`src/rtl/entrada_jogada_pkg.sv`:
```
// rtl/entrada_jogada_pkg.sv - shared state codes, defaults and one-hot encoder for move entry
package entrada_jogada_pkg;

    localparam int DEBOUNCE_PADRAO = 50000;
    localparam int TIMEOUT_PADRAO  = 250000000;

    typedef enum logic [3:0] {
        VAZIO     = 4'd0,
        SO_LINHA  = 4'd1,
        SO_COLUNA = 4'd2,
        COMPLETO  = 4'd3,
        EMITE     = 4'd4
    } estado_t;

    typedef struct packed {
        logic [2:0] indice;
        logic       algum;
        logic       multiplo;
    } codif_t;

    // Encodes an 8-bit event vector; multiplo flags two or more simultaneous bits
    function automatic codif_t codifica_onehot(input logic [7:0] v);
        codif_t     r;
        logic [3:0] soma;
        r.indice = 3'd0;
        soma     = 4'd0;
        for (int i = 0; i < 8; i++) begin
            if (v[i]) begin
                r.indice = 3'(i);
                soma     = soma + 4'd1;
            end
        end
        r.algum    = (soma != 4'd0);
        r.multiplo = (soma > 4'd1);
        return r;
    endfunction

endpackage

```
`src/rtl/entrada_jogada_debounce_botao.sv`:
```
// rtl/entrada_jogada_debounce_botao.sv - 2-FF synchronizer, debouncer and press-event generator
module debounce_botao
    import entrada_jogada_pkg::*;
#(
    parameter int DEBOUNCE_CICLOS = DEBOUNCE_PADRAO
) (
    input  logic clock,
    input  logic reset,
    input  logic bruto,
    output logic evento
);

    localparam int CW = (DEBOUNCE_CICLOS > 1) ? $clog2(DEBOUNCE_CICLOS) : 1;

    logic          sinc1;
    logic          sinc2;
    logic          estavel;
    logic [CW-1:0] contagem;

    // Stable level follows the synchronized input only after an unbroken run of differing cycles
    always_ff @(posedge clock or posedge reset) begin
        if (reset) begin
            sinc1    <= 1'b0;
            sinc2    <= 1'b0;
            estavel  <= 1'b0;
            contagem <= '0;
            evento   <= 1'b0;
        end else begin
            sinc1  <= bruto;
            sinc2  <= sinc1;
            evento <= 1'b0;
            if (sinc2 != estavel) begin
                if (contagem == CW'(DEBOUNCE_CICLOS - 1)) begin
                    estavel  <= sinc2;
                    contagem <= '0;
                    evento   <= sinc2;
                end else begin
                    contagem <= contagem + CW'(1);
                end
            end else begin
                contagem <= '0;
            end
        end
    end

endmodule

```
`src/rtl/entrada_jogada.sv`:
```
// rtl/entrada_jogada.sv - move-entry front end; optional idle timeout via ENTRADA_TIMEOUT_EN
module entrada_jogada
    import entrada_jogada_pkg::*;
#(
    parameter int DEBOUNCE_CICLOS = DEBOUNCE_PADRAO,
    parameter int TIMEOUT_CICLOS  = TIMEOUT_PADRAO
) (
    input  logic       clock,
    input  logic       reset,
    input  logic [7:0] botoesLinha,
    input  logic [7:0] botoesColuna,
    input  logic       confirmar,
    input  logic       cancelar,
    output logic [2:0] jogadaFileira,
    output logic [2:0] jogadaColuna,
    output logic       temJogada,
    output logic       erroEntrada,
    output logic [3:0] db_estado
);

    logic [7:0] ev_linha;
    logic [7:0] ev_coluna;
    logic       ev_confirmar;
    logic       ev_cancelar;

    genvar g;
    generate
        for (g = 0; g < 8; g++) begin : g_botoes
            debounce_botao #(.DEBOUNCE_CICLOS(DEBOUNCE_CICLOS)) u_linha (
                .clock  (clock),
                .reset  (reset),
                .bruto  (botoesLinha[g]),
                .evento (ev_linha[g])
            );
            debounce_botao #(.DEBOUNCE_CICLOS(DEBOUNCE_CICLOS)) u_coluna (
                .clock  (clock),
                .reset  (reset),
                .bruto  (botoesColuna[g]),
                .evento (ev_coluna[g])
            );
        end
    endgenerate

    debounce_botao #(.DEBOUNCE_CICLOS(DEBOUNCE_CICLOS)) u_confirmar (
        .clock  (clock),
        .reset  (reset),
        .bruto  (confirmar),
        .evento (ev_confirmar)
    );

    debounce_botao #(.DEBOUNCE_CICLOS(DEBOUNCE_CICLOS)) u_cancelar (
        .clock  (clock),
        .reset  (reset),
        .bruto  (cancelar),
        .evento (ev_cancelar)
    );

    codif_t  cod_linha;
    codif_t  cod_coluna;
    logic    valida_linha;
    logic    valida_coluna;
    estado_t estado;
    estado_t proximo;
    logic    carga_linha;
    logic    carga_coluna;
    logic    limpa;
    logic    erro;
    logic    expira;

    assign cod_linha     = codifica_onehot(ev_linha);
    assign cod_coluna    = codifica_onehot(ev_coluna);
    assign valida_linha  = cod_linha.algum & ~cod_linha.multiplo;
    assign valida_coluna = cod_coluna.algum & ~cod_coluna.multiplo;

`ifdef ENTRADA_TIMEOUT_EN
    localparam int TW = (TIMEOUT_CICLOS > 1) ? $clog2(TIMEOUT_CICLOS) : 1;

    logic [TW-1:0] ocioso;
    logic          em_selecao;

    assign em_selecao = (estado == SO_LINHA) || (estado == SO_COLUNA) || (estado == COMPLETO);
    assign expira     = em_selecao && (ocioso == TW'(TIMEOUT_CICLOS - 1));

    // Idle counter runs only while a partial or complete selection is pending
    always_ff @(posedge clock or posedge reset) begin
        if (reset) begin
            ocioso <= '0;
        end else if (!em_selecao || expira || carga_linha || carga_coluna) begin
            ocioso <= '0;
        end else begin
            ocioso <= ocioso + TW'(1);
        end
    end
`else
    assign expira = 1'b0;
`endif

    // State register
    always_ff @(posedge clock or posedge reset) begin
        if (reset) begin
            estado <= VAZIO;
        end else begin
            estado <= proximo;
        end
    end

    // Next-state and load decisions; cancel (or expiry) outranks everything except EMITE
    always_comb begin
        proximo      = estado;
        carga_linha  = 1'b0;
        carga_coluna = 1'b0;
        limpa        = 1'b0;
        erro         = 1'b0;
        case (estado)
            EMITE: begin
                proximo = VAZIO;
            end
            VAZIO, SO_LINHA, SO_COLUNA, COMPLETO: begin
                if (ev_cancelar || expira) begin
                    proximo = VAZIO;
                    limpa   = 1'b1;
                end else begin
                    erro         = cod_linha.multiplo | cod_coluna.multiplo;
                    carga_linha  = valida_linha;
                    carga_coluna = valida_coluna;
                    case (estado)
                        VAZIO: begin
                            if (valida_linha && valida_coluna) begin
                                proximo = COMPLETO;
                            end else if (valida_linha) begin
                                proximo = SO_LINHA;
                            end else if (valida_coluna) begin
                                proximo = SO_COLUNA;
                            end
                        end
                        SO_LINHA: begin
                            if (valida_coluna) begin
                                proximo = COMPLETO;
                            end
                        end
                        SO_COLUNA: begin
                            if (valida_linha) begin
                                proximo = COMPLETO;
                            end
                        end
                        default: begin
                            if (ev_confirmar) begin
                                proximo = EMITE;
                            end
                        end
                    endcase
                end
            end
            default: begin
                proximo = VAZIO;
            end
        endcase
    end

    // Coordinate registers hold until the next accepted press or a clear
    always_ff @(posedge clock or posedge reset) begin
        if (reset) begin
            jogadaFileira <= 3'd0;
            jogadaColuna  <= 3'd0;
        end else if (limpa) begin
            jogadaFileira <= 3'd0;
            jogadaColuna  <= 3'd0;
        end else begin
            if (carga_linha) begin
                jogadaFileira <= cod_linha.indice;
            end
            if (carga_coluna) begin
                jogadaColuna <= cod_coluna.indice;
            end
        end
    end

    assign temJogada   = (estado == EMITE);
    assign erroEntrada = erro;
    assign db_estado   = estado;

endmodule

```
`config.mk`:
```
export PLATFORM = sky130hd
export DESIGN_NAME = entrada_jogada
export DESIGN_NICKNAME = d
export VERILOG_FILES = /design/src/rtl/entrada_jogada_pkg.sv /design/src/rtl/entrada_jogada_debounce_botao.sv /design/src/rtl/entrada_jogada.sv
export SDC_FILE = /design/constraint.sdc
export NUM_CORES = 1
export LEC_CHECK = 0
export ABC_CLOCK_PERIOD_IN_PS = 30700
export CORE_MARGIN = 5
export CORE_UTILIZATION = 30
export DETAILED_ROUTE_END_ITERATION = 7
export HOLD_SLACK_MARGIN = 0.12
export PLACE_DENSITY_LB_ADDON = 0.05
export SETUP_SLACK_MARGIN = 0.4
export SKIP_LAST_GASP = 1
export SLEW_MARGIN = 20
export SYNTH_ARGS = -nofsm -noshare
export SYNTH_HDL_FRONTEND = slang
export SYNTH_SLANG_ARGS = --single-unit
export TNS_END_PERCENT = 1
```
`constraint.sdc`:
```
create_clock -name clock -period 30.7 [get_ports clock]
set_input_delay 4.605 -clock clock [delete_from_list [all_inputs] [get_ports clock]]
set_output_delay 4.605 -clock clock [all_outputs]
set_load 0.01 [all_outputs]
```
==> results.md, run 1 <==
- The worst endpoint data arrival time is ~5.6 ns.
- The element type at the critical path end is an output port.
- Excluding fillers, the count of instances in the completed layout stands at approximately 2500.
- The most numerous cell on the critical path is sky130_fd_sc_hd__ha_1.
- The net count after synthesis is 1751.
- The number of gates resized after CTS was 0.
- After detailed routing, the total wire length is roughly 34 mm.
- The global-route usage over all layers is between 10 and 15%.
- The detail-routed net length per standard cell is ~13 um.
- The number of input and output port buffers inserted is 30.
- In this run, post-CTS hold repair placed 0 buffers.
- The worst path needs 10.17 ns of the cycle, external delays included.
- The max-cap check violation count is 0.
- Detailed placement ended at an HPWL of ~22 mm.
- Summing the sequential cell areas from Yosys gives 53.6% of the chip area.
- The clock tree from TritonCTS is done.
- The number of clock sinks is about 370.
- Traced cell by cell, the critical path runs through inv_1 > ha_1 > xor2_1 > ha_1 > nand2_1 > o21ai_0 > ha_1 > nand2_1 > o21ai_0 > or2_2 > ha_1 > nand2b_1 > o31a_1 > ha_1 > mux2_2 > ha_1 > nand2b_1 > o32a_1 > o21bai_1 > o31a_1 > clkdlybuf4s50_1.
- The number of cell rows is 87.
- After clock tree synthesis, the clock-pin slew on the worst setup and hold paths is around 0.060 ns.
- The die extent in y is roughly 250 um.
- The gate family responsible for the most delay along the worst path is adder cells.
- The number of failing hold endpoints at the final stage is 0.
- The die area is between 60000 and 70000 um2.
- Averaged over all synthesized cells, the footprint is roughly 10 um2.
- The first global-routing pass estimated a little under 60 mm of wire.
- The level count of the clock H-tree is 2.
- The setup violation total in the final timing report is 0.
- In this run the horizontal extent of the chip is around 250 um.
- The required time of the worst setup path is 26.10 ns.
- By count the netlist is led by sky130_fd_sc_hd__dfrtp_1, sky130_fd_sc_hd__nor2_1, sky130_fd_sc_hd__xor2_1, sky130_fd_sc_hd__nand2_1, sky130_fd_sc_hd__xnor2_1.
- The flow ran to the end, and the final reports show no timing, DRC or antenna violations.
- In the final timing run, aggregate negative setup slack is 0 ns.
- The via count is approximately 11000.
- The maximum fanout encountered on the critical timing path is 5.
- From synthesis to final layout, the design area changed by 16.2%.
- The starting density of the core is between 30% and 40%.
- The via count of the first global-routing pass is between 10000 and 15000.
- Clock tree synthesis inserted a total of 46 buffers.
- The number of synthesized register bits is roughly 370.
- The average vias per placed instance is about 4.5.
- For this design the ratio of total power to cell area is 55.4 nW/um2.
- The slowest library cell on the worst path is sky130_fd_sc_hd__clkdlybuf4s50_1.
- For this run, asynchronously set or reset flops after synthesis account for between 90% and 100%.
- Based on the critical path, the design can be clocked at up to between 90 and 100 MHz.
- Summed over all cells, the static leakage comes to 8.71 nW.
- In this run, synthesis inferred 0 flip-flops with an integrated enable.
- The biggest area contributor in the post-synthesis netlist is sky130_fd_sc_hd__dfrtp_1.
- 32 I/O pins were placed.
- The share of layout cells above drive strength 1 is roughly 7.5%.
- VDD sags by at most 35.8 uV.
- Routability-driven placement finished with a final weighted congestion of between 0.7 and 0.8.
- The class of the worst hold path is reg2reg.
- The combined area of all synthesized cells is between 15000 and 20000 um2.
- The total number of yosys warnings is 0.
- The clock latency reported for the late side of the worst-skew pair is ~0.58 ns.
- The total count of max-transition violations in the final report was 0.
- Counting along the longest clock path gives a buffer depth of 3.
- Synthesis handed over a netlist of approximately 1700 instances.
- The ratio of final minimum period to clock period is 33.1%.
- Entering global routing, the biggest net connects 97 pins.
- The overall power consumption is ~1.1 mW.
- The total overflow left after global routing is 0.
- Setup repair after global routing left no endpoint under its margin.
- The post-route DRC violation count is 0.
- The count of nets left with antenna violations after detail routing is 0.
- The actual slew at the worst max-slew pin is around 0.92 ns.
- The top flip-flop cell by instance count after synthesis is sky130_fd_sc_hd__dfrtp_1.
- In the post-synthesis netlist, the biggest area contributors are sky130_fd_sc_hd__dfrtp_1, sky130_fd_sc_hd__nor2_1, sky130_fd_sc_hd__xor2_1.
- The critical path's largest stage delay is 0.58 ns.
- The area share of the leading cell type in the synthesized netlist is between 50% and 60%.
- The net total in the final layout is 1800.
- The area of the placeable core is ~57000 um2.
- On the final layout, the worst clock skew is between 0.02 and 0.025 ns.
- The library cell used as clock root buffer is sky130_fd_sc_hd__clkbuf_16.
- The detailed router finished its first iteration with ~550 violations.
- The worst pin sits at a relative slew slack of 38.7%.
- The layout has around 5800 filler cells.
- The initial antenna violation count is 1.
- Once the clock tree was built, the setup fixing pass inserted 0 buffers.
- The number of placed cells counting well taps is roughly 2500.
- The antenna diode count is 0.
- The startpoint class of the critical path is a flip-flop.
- The worst setup path is of the reg2out kind.
- The number of distinct library cells after synthesis is 63.
- The first-pass detailed-route iteration total is 4.
- The critical path contains buffers and inverters numbering 2 combined.
- sky130_fd_sc_hd__dfrtp_1 is the most common cell in the netlist.
-- cell type report --
| cell class | count | area [um2] | share of cell area (%) |
|---|---|---|---|
| sequential | 369 | 9230 | 46.1 |
| tap | 756 | 946 | 4.72 |
| timing repair buffer | 34 | 334 | 1.67 |
| clock buffer | 64 | 1350 | 6.74 |
| inverter | 28 | 113 | 0.562 |
| clock inverter | 20 | 297 | 1.48 |
| multi-input combinational | 1269 | 7750 | 38.7 |
-- power breakdown --
group / switching [mW] / internal (mW) / total [mW]
clock network: 0.215 / 0.365 / 0.580
logic: 0.0198 / 0.00884 / 0.0286
registers: 0.00551 / 0.495 / 0.500
total: 0.240 / 0.869 / 1.11
-- cells in the final DEF (no fill, tap or decap), types with 4 or more instances in the layout --
master	count
sky130_fd_sc_hd__dfrtp_1	369
sky130_fd_sc_hd__nor2_1	367
sky130_fd_sc_hd__xor2_1	154
sky130_fd_sc_hd__nand2_1	153
sky130_fd_sc_hd__xnor2_1	132
sky130_fd_sc_hd__nand3_1	100
sky130_fd_sc_hd__and3_1	62
sky130_fd_sc_hd__clkbuf_16	46
sky130_fd_sc_hd__nand4_1	41
sky130_fd_sc_hd__nor3_1	40
sky130_fd_sc_hd__ha_1	32
sky130_fd_sc_hd__clkdlybuf4s50_1	30
sky130_fd_sc_hd__inv_1	27
sky130_fd_sc_hd__mux2_2	20
sky130_fd_sc_hd__nor3b_1	20
sky130_fd_sc_hd__nor4b_1	19
sky130_fd_sc_hd__or2_2	18
sky130_fd_sc_hd__nand2b_1	17
sky130_fd_sc_hd__nor4_1	15
sky130_fd_sc_hd__clkbuf_8	13
sky130_fd_sc_hd__a21oi_1	9
sky130_fd_sc_hd__clkinv_2	9
sky130_fd_sc_hd__o21ai_0	8
sky130_fd_sc_hd__bufinv_16	7
sky130_fd_sc_hd__or3_1	5
sky130_fd_sc_hd__nor2b_1	5
sky130_fd_sc_hd__clkbuf_1	5
sky130_fd_sc_hd__o311ai_0	4
-- cell families after synthesis --
group | after synthesis | share of synthesized area [%]
AOI/OAI and AO/OA | 53 | 2.51
xor gates and xnor gates | 291 | 15.2
adders and majority gates | 32 | 2.32
buffers and inverters | 61 | 1.39
DFF | 369 | 53.6
muxes | 20 | 1.31
other | 1 | 0.0218
and+or+nand+nor | 872 | 23.6
-- worst reg2reg max path, stage by stage, from the launching register on --
cell                       delay, ns
sky130_fd_sc_hd__dfrtp_1        0.37
sky130_fd_sc_hd__inv_1          0.05
sky130_fd_sc_hd__ha_1           0.35
sky130_fd_sc_hd__xor2_1         0.22
sky130_fd_sc_hd__ha_1           0.26
sky130_fd_sc_hd__nand2_1        0.09
sky130_fd_sc_hd__o21ai_0        0.10
sky130_fd_sc_hd__ha_1           0.28
sky130_fd_sc_hd__nand2_1        0.09
sky130_fd_sc_hd__o21ai_0        0.11
sky130_fd_sc_hd__or2_2          0.29
sky130_fd_sc_hd__ha_1           0.26
sky130_fd_sc_hd__nand2b_1       0.14
sky130_fd_sc_hd__o31a_1         0.15
sky130_fd_sc_hd__ha_1           0.30
sky130_fd_sc_hd__mux2_2         0.29
sky130_fd_sc_hd__ha_1           0.26
sky130_fd_sc_hd__nand2b_1       0.14
sky130_fd_sc_hd__o32a_1         0.22
sky130_fd_sc_hd__nor3_2         0.42
sky130_fd_sc_hd__a311oi_1       0.15
sky130_fd_sc_hd__o21ba_2        0.22
-- state kept, by name, summed over array words and instances (netlist names), 3 cells and up --
name,count
g_botoes.u_coluna.sinc1,8
g_botoes.u_coluna.contagem,128
g_botoes.u_linha.contagem,128
u_cancelar.contagem,16
jogadaColuna,3
g_botoes.u_linha.estavel,8
jogadaFileira,3
u_confirmar.contagem,16
g_botoes.u_linha.sinc2,8
g_botoes.u_coluna.sinc2,8
db_estado,3
g_botoes.u_coluna.estavel,8
g_botoes.u_linha.evento,8
g_botoes.u_coluna.evento,8
g_botoes.u_linha.sinc1,8
-- through the flow --
step / worst slack [ns] / cell area (um2) / hold slack (ns) / utilization (%)
global route: 20.10 / 20000 / 0.354 / 35.4
CTS: 20.43 / 20000 / 0.349 / 35.4
floorplan: 15.85 / 17200 / 0.331 / -
finish: 20.53 / 20000 / 0.345 / 35.4
detailed placement: 21.11 / 18400 / 0.335 / 32.5
global placement: 21.18 / 18400 / 0.333 / 32.5
-- worst paths after layout --
path | end | cells after the start | startpoint | slack, ns
max | erroEntrada | 21 | g_botoes[1].u_linha.evento | 20.53
min | g_botoes[3].u_coluna.sinc2 | 0 | g_botoes[3].u_coluna.sinc1 | 0.35
max reg2reg | jogadaFileira[1] | 21 | g_botoes[1].u_linha.evento | 25.79
min reg2reg | g_botoes[3].u_coluna.sinc2 | 0 | g_botoes[3].u_coluna.sinc1 | 0.35
max in group asynchronous | g_botoes[5].u_coluna.contagem[7] | 4 | reset | 23.96
min in group asynchronous | g_botoes[7].u_linha.sinc1 | 2 | reset | 4.52
-- routing by layer --
layer | GRT usage [%] | part of all wire, % | vias to the layer above
met5 | 0 | 0 | -
met4 | 3.12 | 2.3 | 0
met3 | 2.44 | 3.4 | 58
met2 | 17.4 | 44 | 95
met1 | 15.4 | 50 | 5498
li1 | - | - | 5754
(Power assumes the default switching activity.)
==> run 2: changes to the inputs <==
--- a/config.mk
+++ b/config.mk
@@ -5,7 +5,7 @@
 export SDC_FILE = /design/constraint.sdc
 export NUM_CORES = 1
 export LEC_CHECK = 0
-export ABC_CLOCK_PERIOD_IN_PS = 30700
+export ABC_CLOCK_PERIOD_IN_PS = 10200
 export CORE_MARGIN = 5
 export CORE_UTILIZATION = 30
 export DETAILED_ROUTE_END_ITERATION = 7
==> constraint.sdc (replaced) <==
create_clock -name clock -period 10.2 [get_ports clock]
set_input_delay 1.53 -clock clock [delete_from_list [all_inputs] [get_ports clock]]
set_output_delay 1.53 -clock clock [all_outputs]
set_load 0.01 [all_outputs]
==> run 2 against run 1 <==
Net effect:
- worst setup slack worse by 17 ns
- sequential power rose to 3.0 times the previous value
- first-iteration DRC count down 22%
- largest power group unchanged
- final cell count down 0.31%
- via count down 0.57%
==> results.md, run 2 (synthesis results as in run 1) <==
- The actual slew at the worst max-slew pin is 0.893 ns (was 0.920 ns).
- The highest layer used for signal routing is met4 (unchanged).
- The total power divided by cell area is 161 nW/um2 (was 55.4 nW/um2).
- The worst hold slack across all endpoints is 0.344 ns (was 0.345 ns).
- The number of gates resized after cts is 0 (unchanged).
- The total negative slack for setup checks came to 0 ns (unchanged).
- The horizontal die dimension is 250 um (unchanged).
- The combinational power share is 2.7% (was 2.6%).
- The fmax is roughly 140 MHz.
- The post-placement worst setup slack is 3.68 ns (was 21.11 ns).
- The die area is 62300 um2 (unchanged).
- The placed instance area is 18400 um2 (about the same).
- The fill cell total of the finished layout came to 5767 (was 5775).
- The commonest non-fill, non-tap cell in the layout is sky130_fd_sc_hd__dfrtp_1 (unchanged).
- The peak ir drop on the vdd network is 97.5 uV (was 35.8 uV).
- Most frequent cells in the layout: sky130_fd_sc_hd__dfrtp_1, sky130_fd_sc_hd__nor2_1, sky130_fd_sc_hd__xor2_1 (unchanged).
- The gate family responsible for the most delay along the worst path is adder cells (unchanged).
- Cell breakdown of the critical path: inv_1 > ha_1 > xor2_1 > ha_1 > nand2_1 > o21ai_0 > ha_1 > nand2_1 > o21ai_0 > or2_2 > ha_1 > nand2b_1 > o31a_1 > ha_1 > mux2_2 > ha_1 > nand2b_1 > o32a_1 > o21bai_1 > o31a_1 > clkdlybuf4s50_1 (unchanged).
- The level count of the clock H-tree was 2 (unchanged).
- The maximum fanout encountered on the critical timing path is 5 (unchanged).
- The number of setup buffers added after CTS came to 0 (unchanged).
- The library cell used as clock root buffer is sky130_fd_sc_hd__clkbuf_16 (unchanged).
- The area taken by flip-flops and latches was 9230 um2 (unchanged).
- The worst-case clock buffer depth is 3 (unchanged).
- The class of the worst hold path is reg2reg (unchanged).
- The average vias per placed instance is 4.48 (was 4.49).
- The met1 wire length is 16.2 mm (was 16.9 mm).
- The share of layout cells above drive strength 1 is 6.70% (was 7.51%).
- The I/O pin count came to 32 (unchanged).
- RSZ-0062 raised after global routing: no (unchanged).
- The total clock buffers created by CTS is 46 (unchanged).
- The via count was 11300 (was 11400).
- The proportion of power drawn by flip-flops and latches is 47.0% (was 45.1%).
- The core occupancy in the finished layout was 35.1% (was 35.4%).
- The number of failing hold endpoints at the final stage is 0 (unchanged).
- The worst path uses between 60 and 70% of the clock period.
- The antenna diode count was 0 (unchanged).
- The clock tree from TritonCTS was done (unchanged).
- The switching power total was 0.692 mW (was 0.240 mW).
- The initial antenna violation count is 0 (was 1).
- The hold buffer count at CTS is 0 (unchanged).
- The class of the most critical setup path is reg2out (unchanged).
- The slowest library cell on the worst path is sky130_fd_sc_hd__clkdlybuf4s50_1 (unchanged).
- The largest net degree at the start of global routing came to 160 (was 97).
- The number of cells on the worst hold path is 0 (unchanged).
- The critical path's largest stage delay is 0.57 ns (was 0.58 ns).
- The global-route usage over all layers is 10.9% (was 11.1%).
- The die extent in y came to 250 um (unchanged).
- The most numerous cell on the critical path is sky130_fd_sc_hd__ha_1 (unchanged).
- The overall power consumption is 3.20 mW (was 1.11 mW).
- The count of nets left with antenna violations after detail routing came to 0 (unchanged).
- The post-route DRC violation count was 0 (unchanged).
- The met3 wire length is 1.02 mm (was 1.14 mm).
- The number of input and output port buffers inserted is 30 (unchanged).
- The total buffers and inverters traversed by the critical path came to 2 (unchanged).
- The number of cell rows is 87 (unchanged).
- The max-cap check violation count is 0 (unchanged).
- The area of the placeable core is 56600 um2 (unchanged).
- The detail-routed net length per standard cell is 13.1 um (was 13.2 um).
- The total count of max-transition violations in the final report is 0 (unchanged).
- The layout overhead on the synthesized area is 15.4% (was 16.2%).
- The setup violation total in the final timing report was 0 (unchanged).
- The aggregate global routing overflow is 0 (unchanged).
- The half-perimeter wire length after placement is 21.3 mm (was 21.8 mm).
- The internal power came to 2.51 mW (was 0.869 mW).
- The final critical delay including setup and external delays is around 7.1 ns.
- Largest registers: g_botoes.u_coluna.contagem x128, g_botoes.u_linha.contagem x128 (unchanged).
- The first-pass detailed-route iteration total is 4 (unchanged).
- The first-pass GRT wire length is 58.5 mm (was 59.0 mm).
- The worst-case reg-to-reg path depth is 21 (unchanged).
- The DRC marker count from the first detailed-route iteration is 429 (was 551).
- The logic depth of the worst setup path including buffers was 21 (unchanged).
- The switching share of power is 21.6% (was 21.7%).
- The clock latency reported for the late side of the worst-skew pair is 0.56 ns (was 0.58 ns).
- The required time of the worst setup path is 8.67 ns (was 26.10 ns).
- The final worst slack is 3.12 ns (was 20.53 ns).
- The post-route cell area is 19900 um2 (was 20000 um2).
- The portion of total power attributed to the clock network is 50.3% (was 52.3%).
- The via count of the first global-routing pass is 12000 (was 11800).
- The area taken by multi-input logic gates is 7750 um2 (unchanged).
- The number of cells in the finished layout apart from fillers came to 2532 (was 2540).
- The leakage power summed over all cells was 8.62 nW (was 8.71 nW).
- The headroom to the max-slew limit is 40.4% (was 38.7%).
- The number of placed cells counting well taps was 2456 (unchanged).
- The element type at the critical path end is an output port (unchanged).
- The net total in the final layout is 1800 (unchanged).
- The startpoint class of the critical path is a flip-flop (unchanged).
- The starting density of the core was 30.4% (unchanged).
- The largest clock skew in the final design is 0.0104 ns (was 0.0231 ns).
- Run status: finished, final reports clean (unchanged).
- The number of clock sinks was 369 (unchanged).
- The final weighted congestion in routability-driven placement is 0.741 (was 0.713).
- The met2 wire length came to 14.9 mm (was 14.8 mm).
- The clock-pin slew reported for the worst setup and hold paths after clock tree synthesis is 0.06 ns (about the same).
- The total routed wirelength is 33.2 mm (was 33.6 mm).
- The worst endpoint data arrival time is 5.55 ns (was 5.56 ns).
## run 2: cell count changes in the layout (fill, tap and decap cells not counted), sizes merged
cell	previous run	this run
inv	30	27
clkinv	10	4
clkinvlp	1	2
clkbuf	64	68
bufinv	7	3
## run 2: final cells by class
class	instances	area share, %
clock inverter	8	0.629
sequential	369	46.4
tap	756	4.76
multi-input combinational	1269	39.0
inverter	28	0.548
clock buffer	68	6.88
timing repair buffer	34	1.76
## run 2: routing by layer
| metal | track usage, % | vias to the layer above |
|---|---|---|
| met4 | 3.94 | 0 |
| met1 | 14.7 | 5430 |
| met5 | 0 | - |
| met3 | 2.16 | 65 |
| li1 | - | 5756 |
| met2 | 17.7 | 89 |
## run 2: worst paths after layout
check	from	endpoint	slack [ns]
min in group asynchronous	reset	g_botoes[0].u_linha.contagem[10]	1.58
worst max-delay path	g_botoes[1].u_linha.evento	erroEntrada	3.12
worst max register to register	g_botoes[1].u_linha.evento	jogadaFileira[1]	5.29
worst min register to register	g_botoes[3].u_coluna.sinc1	g_botoes[3].u_coluna.sinc2	0.34
max in group asynchronous	reset	g_botoes[5].u_coluna.contagem[11]	7.36
worst min-delay path	g_botoes[3].u_coluna.sinc1	g_botoes[3].u_coluna.sinc2	0.34
## run 2: power groups by stage
stage          logic (mW)  registers [mW]  clock network, mW
4_1_cts            0.0916            1.51               1.70
5_1_grt             0.104            1.51               1.75
3_3_place_gp       0.0917            1.53                  0
2_1_floorplan      0.0613            1.53                  0
3_5_place_dp       0.0910            1.53                  0
6_report           0.0859            1.51               1.61
